### config.mk
export PLATFORM = sky130hd
export DESIGN_NAME = simple_13_split
export DESIGN_NICKNAME = d
export VERILOG_FILES = /design/src/rtl/simple_13_split.sv
export SDC_FILE = /design/constraint.sdc
export NUM_CORES = 1
export LEC_CHECK = 0
export ABC_AREA = 1
export BUFFER_PORTS_ARGS = -buffer_cell sky130_fd_sc_hd__buf_2
export CAP_MARGIN = 0
export CELL_PAD_IN_SITES_DETAIL_PLACEMENT = 2
export CELL_PAD_IN_SITES_GLOBAL_PLACEMENT = 2
export CORE_ASPECT_RATIO = 1.2
export CORE_MARGIN = 2
export CORE_UTILIZATION = 30
export CTS_CLUSTER_SIZE = 12
export DETAILED_ROUTE_END_ITERATION = 8
export PLACE_DENSITY = 0.83
export SYNTH_ARGS = -nofsm -noshare
export SYNTH_HDL_FRONTEND = slang
export SYNTH_SLANG_ARGS = --single-unit
### constraint.sdc
create_clock -name clk -period 1.8 [get_ports clk]
set_input_delay 0.27 -clock clk [delete_from_list [all_inputs] [get_ports clk]]
set_output_delay 0.27 -clock clk [all_outputs]
set_load 0.05 [all_outputs]
### src/rtl/simple_13_split.sv
// Recovers the missing operand of a two-bank add from (sum, known operand, select) and demuxes the pair.
// Optional feature: define SIMPLE_13_SPLIT_BORROW_EN to add out_borrow and the sticky borrow_seen flag.
module simple_13_split #(
    parameter int WIDTH = 4,
    parameter int CNT_W = 8
) (
    input  logic             clk,
    input  logic             rst,
    input  logic             in_valid,
    output logic             in_ready,
    input  logic             in_sel,
    input  logic [WIDTH-1:0] in_sum,
    input  logic [WIDTH-1:0] in_known,
    output logic             out_valid,
    input  logic             out_ready,
    output logic             out_sel,
    output logic [WIDTH-1:0] out_x,
    output logic [WIDTH-1:0] out_y,
    output logic [WIDTH-1:0] bank_a,
    output logic [WIDTH-1:0] bank_b,
    output logic [WIDTH-1:0] bank_c,
    output logic [WIDTH-1:0] bank_d,
`ifdef SIMPLE_13_SPLIT_BORROW_EN
    output logic             out_borrow,
    output logic             borrow_seen,
`endif
    output logic [CNT_W-1:0] done_cnt
);

    localparam logic [1:0] IDLE = 2'd0;
    localparam logic [1:0] CALC = 2'd1;
    localparam logic [1:0] HOLD = 2'd2;

    localparam logic [CNT_W-1:0] CNT_ONE = CNT_W'(1);

    logic [1:0]       state;
    logic             cap_sel;
    logic [WIDTH-1:0] cap_sum;
    logic [WIDTH-1:0] cap_known;
    logic [WIDTH-1:0] diff;
    logic             handshake;

    // Subtraction wraps modulo 2^WIDTH, undoing an adder that dropped its carry.
    assign diff      = cap_sum - cap_known;
    assign in_ready  = (state == IDLE);
    assign handshake = (state == HOLD) && out_valid && out_ready;

    always_ff @(posedge clk) begin
        // NOTE: every register here uses <= so all updates see pre-edge values; blocking
        // assignments would let the bank write observe an already-cleared out_valid.
        if (rst) begin
            state     <= IDLE;
            cap_sel   <= 1'b0;
            cap_sum   <= '0;
            cap_known <= '0;
            out_valid <= 1'b0;
            out_sel   <= 1'b0;
            out_x     <= '0;
            out_y     <= '0;
            bank_a    <= '0;
            bank_b    <= '0;
            bank_c    <= '0;
            bank_d    <= '0;
            done_cnt  <= '0;
`ifdef SIMPLE_13_SPLIT_BORROW_EN
            out_borrow  <= 1'b0;
            borrow_seen <= 1'b0;
`endif
        end else begin
            case (state)
                IDLE: begin
                    if (in_valid) begin
                        cap_sel   <= in_sel;
                        cap_sum   <= in_sum;
                        cap_known <= in_known;
                        state     <= CALC;
                    end
                end
                CALC: begin
                    out_x     <= cap_known;
                    out_y     <= diff;
                    out_sel   <= cap_sel;
                    out_valid <= 1'b1;
`ifdef SIMPLE_13_SPLIT_BORROW_EN
                    out_borrow <= (cap_known > cap_sum);
`endif
                    state     <= HOLD;
                end
                HOLD: begin
                    if (handshake) begin
                        // Only the selected bank is written; the other keeps its last pair.
                        if (out_sel) begin
                            bank_a <= out_x;
                            bank_b <= out_y;
                        end else begin
                            bank_c <= out_x;
                            bank_d <= out_y;
                        end
                        done_cnt  <= done_cnt + CNT_ONE;
                        out_valid <= 1'b0;
`ifdef SIMPLE_13_SPLIT_BORROW_EN
                        if (out_borrow) borrow_seen <= 1'b1;
`endif
                        state     <= IDLE;
                    end
                end
                default: state <= IDLE;
            endcase
        end
    end

endmodule

==> reports/results.tsv <==
stage	metric	value	unit
clock_tree	numCtsBuffers	5	
layout	fill_cells	730	
worst_setup_path	arrival	1.87	ns
sta	finalWorstSetupSlack	0.1796	ns
drt	antenna_left	0	
drt	wl_met3	157	µm
yosys	synth.avg_cell_area	8.251	µm²
drt	via_per_inst	4.679	
yosys	ys_async_sr_fraction	0	%
yosys	yosysMostFrequentCell	dfxtp_1	
yosys	synth_ff_type	dfxtp_1	
yosys	synthSimpleGateAreaFrac	13.29	%
drt	drtIter0Drc	35	
sta	worst_pin_slew	0.5489	ns
yosys	synth_xor_area_share	0.9352	%
floorplan	core-area	6051	µm²
clock_tree	cts_hold_buf	0	
layout	multi_input_area	792.0	µm²
worst_setup_path	endpoint	bank_c[2]	
worst_setup_path	path_max_fanout	14	
floorplan	initial_utilization	30.96	%
clock_tree	cts_tree	yes	
sta	hold-worst-slack	0.2185	ns
drt	first_pass_iters	4	
clock_tree	htreeDepth	2	
clock_tree	cts_sinks	45	
floorplan	die_area	6894	µm²
placed_design	portBuffers	47	
clock_tree	clock_latency	0.30	ns
grt	gr-total-overflow	0	
power	power_density	920.7	nW/µm²
yosys	synth_top_family_by_area	compound AO/OA/AOI/OAI gates	
worst_setup_path	cp-startpoint	state[0]	
drt	routed_wl	4.869	mm
outcome	outcome	completed	
placed_design	dp_slack	0.1701	ns
grt	grt_use_total	14.77	%
worst_setup_path	reg2reg_depth	7	
placed_design	dpl.hpwl	3.649	mm
sta	period_share	90.02	%
yosys	ys_seq_elements	45	
drt	dr_wl_met2	2.489	mm
layout	drive_gt1_share	26.60	%
clock_tree	path_clk_slew	0.10	ns
yosys	synth_cell_types	23	
yosys	synth_top_area_share	48.10	%
layout	layout.nets	303	
sta	setup_violations	0	
yosys	synthMuxAreaShare	0	%
clock_tree	clk_path_buf_depth	2	
floorplan	ios	48	
sta	tns	0	ns
layout	instances_no_fill	364	
grt	antenna_found_initial	0	
yosys	yosysTopAreaCell	dfxtp_1	
sta	report.final.slew_viol_count	0	
clock_tree	cts_root_buf	clkbuf_8	
clock_tree	cts-resized-gates	0	
yosys	synth_adder_area_share	6.413	%
worst_setup_path	r2r-start	state[0]	
yosys	synth_edf_count	0	
layout	post-route-util	38.48	%
layout	areaGrowthSynthToFinish	24.32	%
yosys	netlist_area	1873	µm²
grt	grt_max_degree	38	
sta	clock_skew	0.008607	ns
min_path	hold_path.class	in2reg	
worst_setup_path	cp-end-kind	register	
layout	seqCellArea	900.9	µm²
drt	vias	1703	
worst_setup_path	r2r-end	bank_c[2]	
floorplan	rows	31	
worst_setup_path	r2r_slack	0.18	ns
worst_setup_path	crit_type	reg2reg	
worst_setup_path	start_kind	register	
yosys	synth_nets	249	
yosys	synth_seq_area_share	48.10	%
worst_setup_path	critPathRequiredTime	2.05	ns
grt	grt_pass1_vias	1737	
yosys	synth_compound_area_share	21.64	%
power	p_leak	0.001054	µW
layout	antenna_cells	0	
yosys	yosysWarnings	0	
run	maxCapViolCount	0	
sta	slew-limit-headroom	63.36	%
floorplan	die_w	76.13	µm
placed_design	dp.cells	350	
power	ir_worst_vdd	0.0003408	V
drt	drc	0	
placed_design	routabilityCongestion	0.6766	
drt	wl_per_cell	13.38	µm
yosys	synthTopCellsByArea	dfxtp_1, a21oi_1, o21ai_0, inv_1, ha_1	
grt	grt_pass1_wl	8.307	mm
floorplan	die_height	90.56	µm
sta	hold_viol	0	
drt	wl_met1	2.149	mm
drt	dr.max_layer_used	met4	
clock_tree	cts_setup_buffers	0	
sta	max_freq	617.1	MHz
sta	period_needed	1.620	ns
yosys	synthCells	227	
yosys	synth_commonest_cells	dfxtp_1, a21oi_1, inv_1, o21ai_0, nand2_1	
## critical path, stage by stage, from the launching register on
cell and delay (ns):
dfxtp_1 0.36, inv_1 0.10, ha_1 0.23, nand3_4 0.19, nor2_4 0.32, buf_4 0.19
o21ai_2 0.05, a21oi_2 0.11
## metal layers
metal	up-vias	GRT usage, %
li1	848	-
met1	816	17.68
met2	32	26.19
met3	7	3.100
met4	0	5.000
met5	-	0
## through the flow
| stage | cell area, µm² | total power (µW) |
|---|---|---|
| after floorplan | 1873 | 1397 |
| after global placement | 2177 | 1493 |
| after detailed placement | 2177 | 1516 |
| after CTS | 2271 | 2178 |
| after global routing | 2328 | 2276 |
| final | 2328 | 2144 |
## worst min-delay path by stage
| stage | from | to | cells past startpoint |
|---|---|---|---|
| floorplan | cap_sum[0] | cap_sum[0] | 2 |
| CTS | in_known[0] | cap_known[0] | 3 |
| global placement | cap_sum[0] | cap_sum[0] | 2 |
| detailed placement | cap_sum[0] | cap_sum[0] | 2 |
| finish | in_known[0] | cap_known[0] | 3 |
| global route | in_known[0] | cap_known[0] | 3 |
## area by class of cell
class                           count  area share, %
Sequential cell                    45          38.69
Multi-Input combinational cell    140          34.01
Timing Repair Buffer               56          13.54
Inverter                           33          5.320
Tap cell                           82          4.406
Clock buffer                        5          2.955
Clock inverter                      3          1.075
## state kept, by name, summed over array words and instances (netlist names)
name,flops
bank_a,4
bank_b,4
bank_c,4
bank_d,4
cap_known,4
cap_sel,1
cap_sum,4
done_cnt,8
out_sel,1
out_valid,1
out_x,4
out_y,4
state,2
## cell families after synthesis
logic type | Yosys count
AOI/OAI and AO/OA | 76
xor gates and xnor gates | 2
adders and majority gates | 9
buffers and inverters | 42
DFF | 45
and+or+nand+nor | 53
## power breakdown
| part | internal [µW] | switching (µW) | leakage (µW) | total, µW |
|---|---|---|---|---|
| sequential | 1050 | 40.7 | 0.000367 | 1090 |
| clock | 281 | 375 | 0.0000447 | 656 |
| combinational | 114 | 285 | 0.000643 | 398 |
| total | 1440 | 701 | 0.00105 | 2140 |
## cell usage in the layout (no fill, tap or decap)
cell,Yosys,routed
a21oi_1,35,35
xnor2_1,1,1
buf_4,0,8
inv_1,32,32
o21ai_2,2,2
buf_2,5,47
o21ai_0,29,29
buf_12,0,1
fa_1,1,1
xor2_1,1,1
o21ai_1,5,5
clkinvlp_4,0,1
a21oi_2,4,4
nor2_4,3,3
nor2_1,16,16
inv_2,1,1
inv_6,0,1
nand4_1,1,1
clkbuf_8,0,5
nand2_1,23,23
nand3_4,1,1
o21a_1,1,1
nand3_1,9,9
clkinv_4,0,1
dfxtp_1,45,45
ha_1,8,8
(Power assumes the default switching activity.)
